**config.mk**
```make
export PLATFORM = sky130hd
export DESIGN_NAME = muldiv_sequencer
export DESIGN_NICKNAME = d
export VERILOG_FILES = /design/src/rtl/muldiv_sequencer.sv
export SDC_FILE = /design/constraint.sdc
export NUM_CORES = 1
export LEC_CHECK = 0
export ABC_AREA = 1
export ABC_CLOCK_PERIOD_IN_PS = 13600
export CORE_MARGIN = 4
export CORE_UTILIZATION = 55
export DETAILED_ROUTE_END_ITERATION = 10
export PLACE_DENSITY = 0.72
export SYNTH_ARGS = -nofsm -noshare
export SYNTH_HDL_FRONTEND = slang
export SYNTH_SLANG_ARGS = --single-unit
export TNS_END_PERCENT = 1
```
**constraint.sdc**
```tcl
create_clock -name clk -period 13.6 [get_ports clk]
set_clock_uncertainty 0.2 [all_clocks]
set_input_delay 4.08 -clock clk [delete_from_list [all_inputs] [get_ports clk]]
set_output_delay 4.08 -clock clk [all_outputs]
set_load 0.01 [all_outputs]
```
**src/rtl/muldiv_sequencer.sv**
```systemverilog
// muldiv_sequencer: multi-cycle RV32M multiply/divide unit, one bit per cycle, with pipeline stall.
module muldiv_sequencer #(
    parameter int XLEN = 32
) (
    input  logic            clk,
    input  logic            reset,
    input  logic            start,
    input  logic            flush,
    input  logic [2:0]      funct3,
    input  logic [XLEN-1:0] op_a,
    input  logic [XLEN-1:0] op_b,
    output logic            stall,
    output logic            busy,
    output logic            done,
    output logic [XLEN-1:0] result
);
    localparam int CW = $clog2(XLEN);
    typedef enum logic [1:0] {IDLE, CALC, DONE} state_t;
    state_t              state;
    logic [2:0]          f3;
    logic [XLEN-1:0]     mag_a, mag_b;
    logic                neg_a, neg_b;
    logic [2*XLEN-1:0]   acc;
    logic [CW-1:0]       count;
    logic                sgn_a, sgn_b, in_neg_a, in_neg_b, is_div, b_zero, ovf;
    logic [XLEN-1:0]     ma, mb, special_res;
    logic [XLEN:0]       mul_sum, div_top;
    logic [XLEN-1:0]     div_diff, quo_r, rem_r, calc_res;
    logic                div_ge;
    logic [2*XLEN-1:0]   acc_next, prod;
    always_comb begin
        sgn_a       = ~(funct3 == 3'b011 | (funct3[2] & funct3[0]));
        sgn_b       = sgn_a & (funct3 != 3'b010);
        in_neg_a    = sgn_a & op_a[XLEN-1];
        in_neg_b    = sgn_b & op_b[XLEN-1];
        ma          = in_neg_a ? -op_a : op_a;
        mb          = in_neg_b ? -op_b : op_b;
        is_div      = funct3[2];
        b_zero      = is_div & (op_b == '0);
        ovf         = is_div & ~funct3[0] & (op_a == {1'b1, {(XLEN-1){1'b0}}}) & (op_b == '1);
        special_res = funct3[1] ? (b_zero ? op_a : '0) : (b_zero ? '1 : op_a);
        // multiply: {partial high, remaining multiplier}; divide: {partial remainder, dividend/quotient}
        mul_sum     = {1'b0, acc[2*XLEN-1:XLEN]} + (acc[0] ? {1'b0, mag_a} : '0);
        div_top     = acc[2*XLEN-1:XLEN-1];
        div_ge      = div_top >= {1'b0, mag_b};
        div_diff    = div_top[XLEN-1:0] - mag_b;
        acc_next    = f3[2] ? (div_ge ? {div_diff, acc[XLEN-2:0], 1'b1} : {acc[2*XLEN-2:0], 1'b0})
                            : {mul_sum, acc[XLEN-1:1]};
        prod        = (neg_a ^ neg_b) ? -acc_next : acc_next;
        quo_r       = (neg_a ^ neg_b) ? -acc_next[XLEN-1:0] : acc_next[XLEN-1:0];
        rem_r       = neg_a ? -acc_next[2*XLEN-1:XLEN] : acc_next[2*XLEN-1:XLEN];
        calc_res    = f3[2] ? (f3[1] ? rem_r : quo_r)
                            : (f3 == 3'b000 ? prod[XLEN-1:0] : prod[2*XLEN-1:XLEN]);
        stall       = (state == CALC) | (state == IDLE & start & ~flush);
    end
    always_ff @(posedge clk) begin
        if (reset) begin
            state  <= IDLE;
            busy   <= 1'b0;
            done   <= 1'b0;
            result <= '0;
            count  <= '0;
        end else begin
            case (state)
                IDLE: if (start & ~flush) begin
                    f3    <= funct3;
                    mag_a <= ma;
                    mag_b <= mb;
                    neg_a <= in_neg_a;
                    neg_b <= in_neg_b;
                    acc   <= {{XLEN{1'b0}}, is_div ? ma : mb};
                    count <= '0;
                    busy  <= 1'b1;
                    if (b_zero | ovf) begin
                        state  <= DONE;
                        done   <= 1'b1;
                        result <= special_res;
                    end else begin
                        state <= CALC;
                    end
                end
                CALC: if (flush) begin
                    state <= IDLE;
                    busy  <= 1'b0;
                end else begin
                    acc   <= acc_next;
                    count <= count + 1'b1;
                    if (count == CW'(XLEN-1)) begin
                        state  <= DONE;
                        done   <= 1'b1;
                        result <= calc_res;
                    end
                end
                default: begin
                    state <= IDLE;
                    busy  <= 1'b0;
                    done  <= 1'b0;
                end
            endcase
        end
    end
endmodule

```
=== Word level (Yosys, flattened, before mapping) ===
Index checks and enable logic that the tools add are counted.

* Eq/ne operators: 12
* Multipliers: 0
* Reduce and logical (&&, ||, !) cells: 11
* Bitwise operators: 19
* $lt $le $gt $ge: 1
* Divide/modulo/power cells: 0
* Shift operators: 0
* $add $sub $neg: 8
* Muxes and demuxes: 39

{| class="wikitable"
|+ Operators by type and width
! cell !! number
|-
| $mux W32 || 16
|-
| $mux W64 || 5
|-
| $neg A32 Y32 || 4
|-
| $pmux W64 S2 || 1
|-
| $eq A32 B32 Y1 const B || 2
|-
| $neg A64 Y64 || 1
|-
| $pmux W32 S2 || 1
|-
| $add A32 B32 Y33 || 1
|-
| $ge A33 B32 Y1 || 1
|-
| $logic_not A32 Y1 || 1
|-
| $sub A32 B32 Y32 || 1
|-
| $and A1 B1 Y1 || 11
|-
| $mux W5 || 2
|-
| $pmux W5 S2 || 1
|-
| $mux W2 || 4
|-
| $reduce_and A4 Y1 || 2
|-
| $mux W1 || 6
|-
| $ne A2 B1 Y1 const B || 3
|-
| $ne A3 B2 Y1 const B || 2
|-
| $reduce_and A3 Y1 || 2
|-
| $add A5 B1 Y5 const B || 1
|-
| $eq A5 B5 Y1 const B || 1
|-
| $reduce_and A5 Y1 || 1
|-
| $ne A2 B2 Y1 const B || 2
|-
| 11 further kinds || 18
|}

* Logic and storage cells: 101
* Register bits: 174
* Latch bits: 0
* Input bits: 71
* Output and inout port bits: 35
* Memory bits (writable): 0
* Memories: 0
* Bits in read-only memories: 0

=== Longest topological paths before layout ===
* Depth after elaboration: 10
* Gate-level depth with buffers: 34
* Gate-level depth less buffers: 33

=== Least setup slack after synthesis ===
Ideal clock, no wire load.

* Path type: input-to-output
* Start: input port flush
* End: output port stall
* Arrival: 4.505 ns
* Cell stages on the path: 5
* Path slack: 4.815 ns
* Data required time: 9.320 ns
* Buffers on the path: 0
* Cells stage by stage: inv_1 nand2_1 nor2_1 inv_1 nand2_1

* Word-level cells in the longest chain between the ends: 3

{| class="wikitable"
|+ RTL lines
! what !! line !! text
|-
| from (decl) || 8 || <nowiki>input logic flush,</nowiki>
|-
| $not A1 Y1 || 54 || <nowiki>stall = (state == CALC) | (state == IDLE & start & ~flush);</nowiki>
|-
| $and A1 B1 Y1 || 54 ||
|-
| $or A1 B1 Y1 || 54 ||
|-
| to (decl) || 12 || <nowiki>output logic stall,</nowiki>
|}

No other way between the ends.

=== Final worst setup path ===
Same ends and word-level chain as after synthesis.

==> impl_metrics.toml <==
[clock_tree]
numCtsBuffers = 17
cts.repair_timing.setup_buffer_count = 0
tritoncts_clock_tree = "yes"
clk_pin_slew_worst_paths_ns = 0.07
cts.hold.buffers_added = 0
clkSinkCount = 174
clk_latency_ns = 0.47
post_cts_resized = 0
cts_htree_levels = 4
cts_root_buf = "clkbuf_16"
clk_path_buf_depth = 2

[grt]
groute.usage.overall_pct = 41.3
first_pass_grt_wire_length_um = 115000
gr-total-overflow = 0
grt_start_max_net_pins = 98
first_global_vias = 19580
grt_antenna_before_repair = 4

[finish]
multi_input_comb_area_mm2 = 0.0117
drive_above_1_share_pct = 5.93
fillers = 3027
area_growth_syn_to_layout_pct = 9.93
fin_util_pct = 61.2
layout.area.seq_mm2 = 0.00481
num-nets-final = 3166
final_cell_count_without_fillers = 3484

[worst_setup_path]
cp_top_family = "buffers and inverters"
worstSetupPathType = "input port to primary output"
worstPathMaxFanout = 4
crit_path_top_delay_cell = "clkdlybuf4s50_1"
cp.required_ns = 9.32
cells_along_the_critical_path = "clkdlybuf4s50_1, inv_1, nand2_1, nor2_1, inv_1, nand2_1, clkdlybuf4s50_1"
crit_path_max_incr_delay_ns = 0.53
timing.critical_path.from_type = "input port"
r2r_slack_ns = 7.24
r2r_cells = 27
worstPathBufferInverterCount = 4
timing.rr.start = "mag_b[29]$_DFFE_PP_"
worst_r2r_endpoint = "result[12]$_SDFFE_PP0P_"
worstPathArrival_ns = 5.55
worst_setup_path_end_kind = "primary output"

[run_status]
status = "complete, no violations"

[sta]
fin_setup_tns_ns = 0
hold_viol = 0
period_minus_slack_ns = 9.83
final.period_utilization_pct = 72.3
grt_setup_unrepaired = "no"
slew_of_the_pin_with_the_lowest_slew_margin_ns = 1.19
max_slew_margin_pct = 20.2
report.final.slew_viol_count = 0
finalSetupViolCount = 0
achievable-frequency_ghz = 0.102
hold_slack_ns = 0.269
fin_ws_ns = 3.77

[route]
drt_pre_antenna_iters = 7
drt_drc_violations_left = 0
post_drt_via_cell_ratio = 6.09
drt_iter0_drc = 2973
vias = 21212
antenna_left = 0
totalWireLength_um = 77500
drt-wirelength-per-cell_um = 22.3

[synth]
yosys.cell_types.count = 59
yosysSeqAreaShare_pct = 25.8
synth_cells = 2987
synth_top_area_cell = "edfxtp_1"
synth.ff_latch_count = 174
synth_enable_flop_cells = 133
synth.top_cell.area_share_pct = 21.4
yosysMostFrequentCell = "nand2_1"
syn_avg_cell_area_um2 = 6.24
yosysWarningCount = 0
synthesized_cell_area_mm2 = 0.0186
most_frequently_used_flop_master_after_synthesis = "edfxtp_1"
syn_nets = 3131
yosys-top-cells-count = "nand2_1, inv_1, nor2_1"
asyncSetResetFlopFracSynth_pct = 0
synth_area_leaders = "edfxtp_1, nand2_1, inv_1"

[floorplanning]
initial_utilization_pct = 55.7
die_y_um = 192
core_rows = 67
design.portCount = 106
die-area_mm2 = 0.0369
fp.coreArea_mm2 = 0.0334
chipWidth_um = 192

[power]
largest_voltage_drop_on_the_vdd_net_v = 0.0000765
switching_power_w = 0.000694
total_leakage_power_nw = 9.52
clk_pwr_share_pct = 30.1
internal_power_w = 0.00107
cellPowerDensity_mw_per_mm2 = 86.0
combinationalPowerShare_pct = 34.2
power_frac_seq_pct = 35.7
power.share.switching_pct = 39.4

[place]
numPlacedInstances = 3451
gp_weighted_congestion = 1.04
detailedPlace.worstSlack_ns = 3.77
detailed_place_hpwl_um = 60800
buffer_ports.inserted = 105

[worst_hold_path]
timing.hold.worst_endpoint = "result[11]$_SDFFE_PP0P_"
holdCritStartpoint = "result[11]$_SDFFE_PP0P_"
hold_depth = 2
hold_path_class = "flip-flop to flip-flop"

[job]
max_cap_violations = 0
-- cell usage in the layout (no fill, tap or decap), types with 32 or more instances in the layout --
cell type / count
a21oi_1: 157
clkdlybuf4s50_1: 105
dfxtp_1: 41
edfxtp_1: 133
ha_1: 71
inv_1: 399
nand2_1: 848
nand3_1: 269
nand3b_1: 32
nor2_1: 332
o21ai_0: 159
xor2_1: 78
-- layer usage --
metal  wire length [µm]  track usage [%]  vias to the layer above
met1              28800             52.1                     9613
met3               9250             8.87                      289
li1                   -                -                     9779
met4               5190             23.0                        8
met2              34200             65.8                     1523
met5                 57                0                        -
-- cells by family after synthesis --
group,count (synthesis),share of synthesized area (%)
DFF,174,25.8
AOI/OAI and AO/OA,431,12.8
xor gates and xnor gates,102,4.79
adders and majority gates,91,5.95
buffers and inverters,525,11.3
and+or+nand+nor,1661,39.2
muxes,3,0.161
-- worst max path at each step --
stage | end | slack (ns) | cells after the start | start
floorplan | stall | 4.82 | 5 | flush
global placement | stall | 3.75 | 7 | flush
detailed placement | stall | 3.77 | 7 | flush
CTS | stall | 3.77 | 7 | flush
global route | stall | 3.66 | 7 | flush
finish | stall | 3.77 | 7 | flush
-- layout make-up --
| cell class | count | area share [%] |
|---|---|---|
| multi-input combinational | 2288 | 57.3 |
| sequential | 174 | 23.5 |
| inverter | 418 | 7.67 |
| timing repair buffer | 123 | 5.79 |
| tap | 448 | 2.74 |
| clock buffer | 19 | 2.11 |
| clock inverter | 13 | 0.849 |
| antenna | 1 | 0.0122 |
-- power groups by stage --
stage | clock [W] | combinational [W] | sequential (W)
after global routing | 0.000545 | 0.000648 | 0.000630
final | 0.000529 | 0.000603 | 0.000629
after CTS | 0.000523 | 0.000580 | 0.000628
after floorplan | 0 | 0.000382 | 0.000632
after detailed placement | 0 | 0.000574 | 0.000640
after global placement | 0 | 0.000563 | 0.000639
-- worst min-delay path: cells and delay by family, from the launching register on --
kind / cells / cell delay, ns
AO/OA/AOI/OAI: 1 / 0.05
flip-flops: 1 / 0.31
AND/OR/NAND/NOR: 1 / 0.06
-- metrics by stage --
step / area (µm²) / power, W
after detailed placement: 19900 / 0.00121
after floorplan: 18600 / 0.00101
after global routing: 20500 / 0.00182
final: 20500 / 0.00176
after CTS: 20500 / 0.00173
after global placement: 19900 / 0.00120
-- state kept, by name (all words and copies together) (netlist names) --
signal,flops
busy,1
neg_b,1
mag_b,32
acc,64
neg_a,1
f3,3
count,5
state,2
mag_a,32
done,1
result,32
Power figures use the tool's default switching activity.
